===== src/rtl/rv_pkg.sv =====
// ----------------------------------------------------------------------------
// rv_pkg
// Shared definitions for the instruction-fetch slice:
//   - state_t      : fetch sequencer states (boot load, run, halt)
//   - NOP_INST     : instruction handed to the core when nothing is fetched
//   - WORD_BYTES   : byte stride of one instruction word
//   - ERR_*        : sticky fault codes reported on ERR
// ----------------------------------------------------------------------------
package rv_pkg;

   typedef enum logic [1:0] {
      S_LOAD = 2'd0,
      S_RUN  = 2'd1,
      S_HALT = 2'd2
   } state_t;

   localparam logic [31:0] NOP_INST   = 32'h0000_0013;   // addi x0, x0, 0
   localparam logic [31:0] WORD_BYTES = 32'd4;

   localparam logic [1:0] ERR_NONE     = 2'd0;
   localparam logic [1:0] ERR_MISALIGN = 2'd1;
   localparam logic [1:0] ERR_RANGE    = 2'd2;

endpackage


===== src/rtl/imem_fetch_ctrl_if.sv =====
// ----------------------------------------------------------------------------
// imem_fetch_ctrl_if
// Bundles the loader stream, core control, instruction-memory port and core
// instruction delivery of the fetch controller.
//   master : the fetch controller (drives LD_READY, MEM_*, PC, INST_*, status)
//   slave  : the surroundings (loader, core, memory)
// ----------------------------------------------------------------------------
interface imem_fetch_ctrl_if;

   // loader stream
   logic        LD_VALID;
   logic [31:0] LD_DATA;
   logic        LD_LAST;
   logic        LD_READY;
   // core control
   logic        STALL;
   logic        BR_TAKEN;
   logic [31:0] BR_TARGET;
   // instruction memory port
   logic [31:0] MEM_ADDR;
   logic        MEM_WE;
   logic [31:0] MEM_WDATA;
   logic [31:0] MEM_RDATA;
   // delivery and status
   logic [31:0] PC;
   logic [31:0] INST_CODE;
   logic        INST_VALID;
   logic        LOAD_DONE;
   logic [1:0]  ERR;

   modport master (
      input  LD_VALID, LD_DATA, LD_LAST, STALL, BR_TAKEN, BR_TARGET, MEM_RDATA,
      output LD_READY, MEM_ADDR, MEM_WE, MEM_WDATA, PC, INST_CODE, INST_VALID,
             LOAD_DONE, ERR
   );

   modport slave (
      output LD_VALID, LD_DATA, LD_LAST, STALL, BR_TAKEN, BR_TARGET, MEM_RDATA,
      input  LD_READY, MEM_ADDR, MEM_WE, MEM_WDATA, PC, INST_CODE, INST_VALID,
             LOAD_DONE, ERR
   );

endinterface


===== src/rtl/pc_next_sel.sv =====
// ----------------------------------------------------------------------------
// pc_next_sel
// Combinational next-PC selection with fault detection.
//   pc, stall, br_taken, br_target : current PC and core requests
//   pc_next                        : PC to load (equals pc when faulting)
//   fault, fault_code              : candidate rejected and why
// Priority: redirect > stall > sequential. A redirect to a non-word-aligned
// target is a misalignment fault; any candidate at or beyond the memory end
// is a range fault.
// ----------------------------------------------------------------------------
module pc_next_sel
   import rv_pkg::*;
#(
   parameter int unsigned DEPTH_WORDS = 256
) (
   input  logic [31:0] pc,
   input  logic        stall,
   input  logic        br_taken,
   input  logic [31:0] br_target,
   output logic [31:0] pc_next,
   output logic        fault,
   output logic [1:0]  fault_code
);

   // Compared in 33 bits so a wrap of pc+4 past 2^32 still reads as out of range.
   localparam logic [32:0] LIMIT = 33'(DEPTH_WORDS) * 33'd4;

   logic [32:0] cand;

   always_comb begin
      cand       = {1'b0, pc} + {1'b0, WORD_BYTES};
      fault      = 1'b0;
      fault_code = ERR_NONE;
      if (br_taken) begin
         cand = {1'b0, br_target};
      end else if (stall) begin
         cand = {1'b0, pc};
      end
      if (br_taken && (br_target[1:0] != 2'b00)) begin
         fault      = 1'b1;
         fault_code = ERR_MISALIGN;
      end else if (cand >= LIMIT) begin
         fault      = 1'b1;
         fault_code = ERR_RANGE;
      end
      pc_next = fault ? pc : cand[31:0];
   end

endmodule


===== src/rtl/imem_fetch_ctrl.sv =====
// ----------------------------------------------------------------------------
// imem_fetch_ctrl
// Owns the instruction-memory port and the architectural PC. After reset it
// accepts a boot-load stream and writes it sequentially into memory, then
// fetches one instruction per cycle (zero-cycle PC->INST_CODE latency),
// honouring stall and redirect, and halts on a fetch fault until reset.
//   CLK   : system clock, rising edge
//   RESET : asynchronous active-low reset
//   bus   : loader stream, core control, memory port, delivery and status
// ----------------------------------------------------------------------------
module imem_fetch_ctrl
   import rv_pkg::*;
#(
   parameter int unsigned DEPTH_WORDS = 256,
   parameter logic [31:0] RESET_PC    = 32'h0000_0000
) (
   input  logic              CLK,
   input  logic              RESET,
   imem_fetch_ctrl_if.master bus
);

   localparam logic [31:0] LAST_SLOT = 32'((DEPTH_WORDS - 1) * 4);

   state_t      state, state_nxt;
   logic [31:0] pc, pc_nxt;
   logic [31:0] load_ptr, load_ptr_nxt;
   logic        load_done, load_done_nxt;
   logic [1:0]  err, err_nxt;

   logic [31:0] sel_pc;
   logic        sel_fault;
   logic [1:0]  sel_code;

   logic        ld_ready;
   logic        mem_we;
   logic [31:0] mem_addr;
   logic [31:0] inst_code;
   logic        inst_valid;

   pc_next_sel #(
      .DEPTH_WORDS (DEPTH_WORDS)
   ) u_pc_next_sel (
      .pc         (pc),
      .stall      (bus.STALL),
      .br_taken   (bus.BR_TAKEN),
      .br_target  (bus.BR_TARGET),
      .pc_next    (sel_pc),
      .fault      (sel_fault),
      .fault_code (sel_code)
   );

   always_ff @(posedge CLK or negedge RESET) begin
      if (!RESET) begin
         state     <= S_LOAD;
         pc        <= RESET_PC;
         load_ptr  <= '0;
         load_done <= 1'b0;
         err       <= ERR_NONE;
      end else begin
         state     <= state_nxt;
         pc        <= pc_nxt;
         load_ptr  <= load_ptr_nxt;
         load_done <= load_done_nxt;
         err       <= err_nxt;
      end
   end

   always_comb begin
      state_nxt     = state;
      pc_nxt        = pc;
      load_ptr_nxt  = load_ptr;
      load_done_nxt = load_done;
      err_nxt       = err;
      ld_ready      = 1'b0;
      mem_we        = 1'b0;
      mem_addr      = pc;
      inst_code     = NOP_INST;
      inst_valid    = 1'b0;

      case (state)
         S_LOAD: begin
            ld_ready = 1'b1;
            mem_addr = load_ptr;
            mem_we   = bus.LD_VALID;
            if (bus.LD_VALID) begin
               load_ptr_nxt = load_ptr + WORD_BYTES;
               // Filling the last slot ends the load even without LD_LAST.
               if (bus.LD_LAST || (load_ptr == LAST_SLOT)) begin
                  state_nxt     = S_RUN;
                  load_done_nxt = 1'b1;
                  pc_nxt        = RESET_PC;
               end
            end
         end
         S_RUN: begin
            inst_code  = bus.MEM_RDATA;
            inst_valid = 1'b1;
            if (sel_fault) begin
               state_nxt = S_HALT;
               err_nxt   = sel_code;
            end else begin
               pc_nxt = sel_pc;
            end
         end
         default: begin
            state_nxt = S_HALT;
         end
      endcase

      // Handshake and write strobes are forced quiet while reset is held,
      // not just from the first edge after it.
      if (!RESET) begin
         ld_ready   = 1'b0;
         mem_we     = 1'b0;
         inst_valid = 1'b0;
         inst_code  = NOP_INST;
      end
   end

   assign bus.LD_READY   = ld_ready;
   assign bus.MEM_WE     = mem_we;
   assign bus.MEM_ADDR   = mem_addr;
   assign bus.MEM_WDATA  = bus.LD_DATA;
   assign bus.PC         = pc;
   assign bus.INST_CODE  = inst_code;
   assign bus.INST_VALID = inst_valid;
   assign bus.LOAD_DONE  = load_done;
   assign bus.ERR        = err;

endmodule


===== src/flat_wrapper.sv =====
// flat-port wrapper written by rule: the top's interface ports become plain ports
module imem_fetch_ctrl_flat import rv_pkg::*;
#(
   parameter int unsigned DEPTH_WORDS = 256,
   parameter logic [31:0] RESET_PC    = 32'h0000_0000
)
  (CLK, RESET, bus_LD_VALID, bus_LD_DATA, bus_LD_LAST, bus_STALL, bus_BR_TAKEN, bus_BR_TARGET, bus_MEM_RDATA, bus_LD_READY, bus_MEM_ADDR, bus_MEM_WE, bus_MEM_WDATA, bus_PC, bus_INST_CODE, bus_INST_VALID, bus_LOAD_DONE, bus_ERR);
  imem_fetch_ctrl_if bus_i ();
  input  logic CLK;
  input  logic RESET;
  input wire logic [$bits(bus_i.LD_VALID)-1:0] bus_LD_VALID;
  input wire logic [$bits(bus_i.LD_DATA)-1:0] bus_LD_DATA;
  input wire logic [$bits(bus_i.LD_LAST)-1:0] bus_LD_LAST;
  input wire logic [$bits(bus_i.STALL)-1:0] bus_STALL;
  input wire logic [$bits(bus_i.BR_TAKEN)-1:0] bus_BR_TAKEN;
  input wire logic [$bits(bus_i.BR_TARGET)-1:0] bus_BR_TARGET;
  input wire logic [$bits(bus_i.MEM_RDATA)-1:0] bus_MEM_RDATA;
  output wire logic [$bits(bus_i.LD_READY)-1:0] bus_LD_READY;
  output wire logic [$bits(bus_i.MEM_ADDR)-1:0] bus_MEM_ADDR;
  output wire logic [$bits(bus_i.MEM_WE)-1:0] bus_MEM_WE;
  output wire logic [$bits(bus_i.MEM_WDATA)-1:0] bus_MEM_WDATA;
  output wire logic [$bits(bus_i.PC)-1:0] bus_PC;
  output wire logic [$bits(bus_i.INST_CODE)-1:0] bus_INST_CODE;
  output wire logic [$bits(bus_i.INST_VALID)-1:0] bus_INST_VALID;
  output wire logic [$bits(bus_i.LOAD_DONE)-1:0] bus_LOAD_DONE;
  output wire logic [$bits(bus_i.ERR)-1:0] bus_ERR;
  assign bus_i.LD_VALID = bus_LD_VALID;
  assign bus_i.LD_DATA = bus_LD_DATA;
  assign bus_i.LD_LAST = bus_LD_LAST;
  assign bus_i.STALL = bus_STALL;
  assign bus_i.BR_TAKEN = bus_BR_TAKEN;
  assign bus_i.BR_TARGET = bus_BR_TARGET;
  assign bus_i.MEM_RDATA = bus_MEM_RDATA;
  assign bus_LD_READY = bus_i.LD_READY;
  assign bus_MEM_ADDR = bus_i.MEM_ADDR;
  assign bus_MEM_WE = bus_i.MEM_WE;
  assign bus_MEM_WDATA = bus_i.MEM_WDATA;
  assign bus_PC = bus_i.PC;
  assign bus_INST_CODE = bus_i.INST_CODE;
  assign bus_INST_VALID = bus_i.INST_VALID;
  assign bus_LOAD_DONE = bus_i.LOAD_DONE;
  assign bus_ERR = bus_i.ERR;
  imem_fetch_ctrl #(.DEPTH_WORDS(DEPTH_WORDS), .RESET_PC(RESET_PC)) u_core (.CLK(CLK), .RESET(RESET), .bus(bus_i));
endmodule

===== config.mk =====
export PLATFORM = sky130hd
export DESIGN_NAME = imem_fetch_ctrl_flat
export DESIGN_NICKNAME = d
export VERILOG_FILES = /design/src/rtl/rv_pkg.sv /design/src/rtl/imem_fetch_ctrl_if.sv /design/src/rtl/pc_next_sel.sv /design/src/rtl/imem_fetch_ctrl.sv /design/src/flat_wrapper.sv
export SDC_FILE = /design/constraint.sdc
export NUM_CORES = 1
export LEC_CHECK = 0
export CAP_MARGIN = 20
export CORE_AREA = 5 5 127 129
export CTS_CLUSTER_SIZE = 20
export DETAILED_ROUTE_END_ITERATION = 12
export DIE_AREA = 0 0 132 134
export GPL_TIMING_DRIVEN = 0
export HOLD_SLACK_MARGIN = 0.1
export PLACE_DENSITY = 0.69
export RECOVER_POWER = 50
export SLEW_MARGIN = 15
export SYNTH_ARGS = -nofsm -noshare
export SYNTH_HDL_FRONTEND = slang
export SYNTH_HIERARCHICAL = 1
export SYNTH_SLANG_ARGS = --single-unit

===== constraint.sdc =====
create_clock -name CLK -period 5.3 [get_ports CLK]
set_input_delay 1.06 -clock CLK [delete_from_list [all_inputs] [get_ports CLK]]
set_output_delay 1.06 -clock CLK [all_outputs]
set_load 0.005 [all_outputs]

==> results.txt <==
Setup violations remaining at the end of the flow were counted as 0. The via count of the first global-routing pass is around 5000. The post-placement worst setup slack is -0.01631 ns.

The standby leakage power came out at 3.193 nW. The sum of net half-perimeters after detailed placement came out at between 10000 and 15000 um. The average routed wire per standard cell came out at around 18 um. The worst hold path endpoint is u_core/bus.LOAD_DONE. The CTS tree is done. Among all flip-flop cells after synthesis, the most frequent one is sky130_fd_sc_hd__dfrtp_1. The initial antenna violation count is 0. The H-tree level count is 3.

Setup repair after global routing left no endpoint under its margin. The sequential share of the synthesized area is approximately 33%. Along the worst hold path, the cell count comes to 1. The worst max-slew margin expressed relative to the limit came out at -8.901%.

The post-route netlist has 12.36% of its cells at a drive strength greater than 1. Counting flops with an async set or reset pin after synthesis yields a share of 100.0%. For the pin with the worst max-slew slack, the measured transition is 1.634 ns. The top cell types in the final layout, fill and taps aside, are 163 x sky130_fd_sc_hd__clkdlybuf4s50_1, 67 x sky130_fd_sc_hd__dfrtp_1, 55 x sky130_fd_sc_hd__nand2_1. The number of max-slew violations in the final report came to 30. The final reports fail on max-capacitance violations, max-slew violations. The master of the slowest instance on the critical path is sky130_fd_sc_hd__clkdlybuf4s50_1. The remaining number of nets flagged by the antenna check after routing is 0. The register-to-register path setup slack is around 0.99 ns. The number of distinct library cell variants in the gate-level netlist after synthesis is 60. The number of setup buffers added after CTS came out at 0.

The depth of the worst register-to-register path came out at 13. Across all hold checks on the routed design, the worst slack comes to just under 0.5 ns. The aggregate routed wire length is approximately 18000 um. Clock-pin slew was measured on the worst setup and hold paths at 0.06 ns.

The signal on the critical path passes through clkdlybuf4s50_1 > nand4b_4 > nor4_1 > nand3_1 > xor2_1 > nand4_1 > a2111oi_4 > nand3_4 > buf_2 > nor3b_4 > nor2_1 > clkbuf_1 > a22oi_1 > o21ai_0. After global routing the overflow that remains totals 0. The maximum frequency from static timing analysis came out at between 0.2 and 0.25 GHz. Hold repair after CTS inserted 0 buffers. The cell count after placement is 965.

In this design, the largest share of critical-path delay is due to simple AND/OR/NAND/NOR gates. The setup path with the least slack is of type input pin to flip-flop. The mapped netlist covers ~0.0051 mm2. The average vias per placed instance came out at ~5.3. The post-route minimum period is 4.955 ns.

The clock sink total is 67. The clock latency on the worst-skew pair came out at between 0.3 and 0.4 ns. The detailed-routing iteration count for the pre-antenna-repair pass came out at 5. The required time of the critical path is 5.48 ns.

Clock skew on the completed layout was measured at a little over 0.008 ns. The startpoint type of the worst setup path is an input pin. The library cell used most frequently in the layout, excluding fill and tap cells, is sky130_fd_sc_hd__clkdlybuf4s50_1. 236 I/O pins were placed. Dividing total power by cell area gives a power density of around 210 mW/mm2. In the synthesized netlist, the number of instances is between 500 and 600. The final core area utilization came out at 50.93%. The number of buffer and inverter stages on the critical path is 3. The Yosys step of the flow raised 6 warnings.

The max-capacitance violation count is 1. The root buffer cell is sky130_fd_sc_hd__clkbuf_16. The synthesized area per cell is around 8.9 um2. STA classifies the critical path endpoint as a flip-flop. The synthesized netlist net count is 677.

The area added between synthesis and finish is 49.73%. Port buffering added approximately 200 buffers. The flow ran to the end, but the final reports show violations.

The repair_antennas step left the layout with diodes totalling 0. The largest incremental delay on the critical path is about 0.55 ns. The largest fanout on the critical path came out at 13. The clock tree buffer depth is 2. For this run, design rule violations remaining after detail routing come to 0. The number of flops mapped to enable cells by yosys came out at 0. The tightest min-delay check is of the flip-flop to flip-flop type. The final weighted congestion of routability-driven global placement is about 0.83. The layout has around 1400 filler cells. The reg-to-reg critical path endpoint is u_core/bus.PC[7]. The startpoint identified for the worst hold timing path is u_core/bus.LOAD_DONE. Global routing used between 10% and 20% of the available tracks across all layers.

The first-pass GRT wire length is roughly 28000 um. The total power draw came out at 0.001594 W. IR analysis of the VDD net gives a maximum drop of ~0.14 mV. In the final design database the tool counted 892 nets. The register bit total from synthesis is 67. The vias after detailed routing is 5246. The maximum number of pins on one net before global-route repair is 44.

The row count is 45. The non-filler instance count after layout came out at roughly 1000. The horizontal extent of the die came out at 132 um. STA puts the critical path data arrival time at 5.14 ns. The full die area came out at approximately 0.018 mm2. The final number of hold-violating endpoints came out at 0. The final critical-path share of the clock period is slightly above 90%.

The first routing iteration left 316 violations. The setup slack of the critical path after layout came out at approximately 0.35 ns. The core footprint is roughly 0.015 mm2. The total clock buffers created by CTS came out at 9. The starting utilization of the core area is around a third. Measured along the y axis, the die boundary spans 134 um. The launching point of the worst reg2reg path is u_core/bus.PC[7].
[cell usage after synthesis (3+ instances only)]
library cell                n  share of area, %
sky130_fd_sc_hd__a211oi_1   4              0.59
sky130_fd_sc_hd__a21o_1     3              0.44
sky130_fd_sc_hd__a21oi_1    5              0.49
sky130_fd_sc_hd__a22oi_1   34               5.0
sky130_fd_sc_hd__a31oi_1    6              0.74
sky130_fd_sc_hd__and2_1    27               3.3
sky130_fd_sc_hd__and3_1    38               4.7
sky130_fd_sc_hd__and4_1     7               1.2
sky130_fd_sc_hd__buf_4     32               4.7
sky130_fd_sc_hd__buf_6      4              0.89
sky130_fd_sc_hd__clkbuf_1  25               1.8
sky130_fd_sc_hd__dfrtp_1   67                33
sky130_fd_sc_hd__inv_1      6              0.44
sky130_fd_sc_hd__mux2_2    33               7.3
sky130_fd_sc_hd__mux2i_1    3              0.59
sky130_fd_sc_hd__nand2_1   55               4.1
sky130_fd_sc_hd__nand2b_1   6              0.74
sky130_fd_sc_hd__nand3_1   24               2.4
sky130_fd_sc_hd__nand4_1   22               2.7
sky130_fd_sc_hd__nand4b_1   3              0.52
sky130_fd_sc_hd__nor2_1    22               1.6
sky130_fd_sc_hd__nor2b_1    5              0.62
sky130_fd_sc_hd__nor3_1     7              0.69
sky130_fd_sc_hd__nor4_1    13               1.6
sky130_fd_sc_hd__o21ai_0   33               3.3
sky130_fd_sc_hd__o21ai_1    6              0.59
sky130_fd_sc_hd__xnor2_1   29               5.0
sky130_fd_sc_hd__xor2_1    15               2.6
[worst max-delay path by stage]
stage	startpoint	to	slack (ns)	depth (start not counted)
detailed placement	bus_STALL	u_core/bus.PC[17]	-0.02	14
finish	bus_STALL	u_core/bus.PC[7]	0.35	14
floorplan	bus_STALL	u_core/bus.PC[17]	1.35	13
global placement	RESET	bus_INST_CODE[13]	-0.82	4
global route	bus_STALL	u_core/bus.PC[4]	0.04	14
CTS	bus_STALL	u_core/bus.PC[7]	0.29	14
[state kept, by name, summed over array words and instances (netlist names)]
signal	cells
u_core/bus.ERR	2
u_core/bus.LOAD_DONE	1
u_core/bus.PC	32
u_core/load_ptr	30
u_core/state	2
[cell type report]
cell class | count | area [um2] | area share, %
Sequential cell | 67 | 1677 | 22.06
Tap cell | 188 | 235.2 | 3.096
Buffer | 63 | 374.1 | 4.923
Timing Repair Buffer | 204 | 2046 | 26.92
Clock buffer | 11 | 232.7 | 3.063
Multi-Input combinational cell | 436 | 2969 | 39.07
Inverter | 7 | 26.28 | 0.3458
Clock inverter | 5 | 38.79 | 0.5105
[timing repair]
action / 4_1_cts / 5_1_grt
setup endpoints to repair: 0 / 23
resized for setup: 0 / 2
endpoints found under the hold margin: 0 / 0
[worst reg2reg max path, cell delays in order (launching register included)]
cell                        delay, ns
sky130_fd_sc_hd__dfrtp_1         0.58
sky130_fd_sc_hd__nand3_2         0.28
sky130_fd_sc_hd__nor4_2          0.52
sky130_fd_sc_hd__nand3_1         0.19
sky130_fd_sc_hd__xor2_1          0.19
sky130_fd_sc_hd__nand4_1         0.17
sky130_fd_sc_hd__a2111oi_4       0.50
sky130_fd_sc_hd__nand3_4         0.24
sky130_fd_sc_hd__buf_2           0.29
sky130_fd_sc_hd__nor3b_4         0.36
sky130_fd_sc_hd__nor2_1          0.18
sky130_fd_sc_hd__clkbuf_1        0.32
sky130_fd_sc_hd__a22oi_1         0.21
sky130_fd_sc_hd__o21ai_0         0.14
[kinds of logic after synthesis]
logic type / count (synthesis) / share of synthesized area [%]
xor+xnor: 44 / 7.594
flops: 67 / 33.04
fa+ha+maj: 2 / 0.4930
buf+inv: 70 / 8.185
mux: 36 / 7.914
compound gates: 109 / 14.67
simple gates: 245 / 28.11
[report_power, final]
group / total, W / switching (W) / internal (W)
clock network: 0.000547 / 0.000229 / 0.000318
registers: 0.000619 / 0.0000647 / 0.000554
logic: 0.000428 / 0.000187 / 0.000241
[per-layer routing]
metal | track usage, % | vias up | part of all wire (%)
met5 | 0 | - | 0
li1 | - | 2508 | -
met3 | 4.501 | 23 | 6.1
met2 | 30.94 | 195 | 48
met4 | 5.886 | 0 | 1.4
met1 | 26.42 | 2520 | 44
[stage by stage]
stage	setup TNS (ns)	cell area, um2
global route	0	7599
CTS	0	7631
floorplan	0	5075
finish	0	7599
global placement	-26.57	7342
detailed placement	-0.07346	7360
Power figures use the tool's default switching activity.
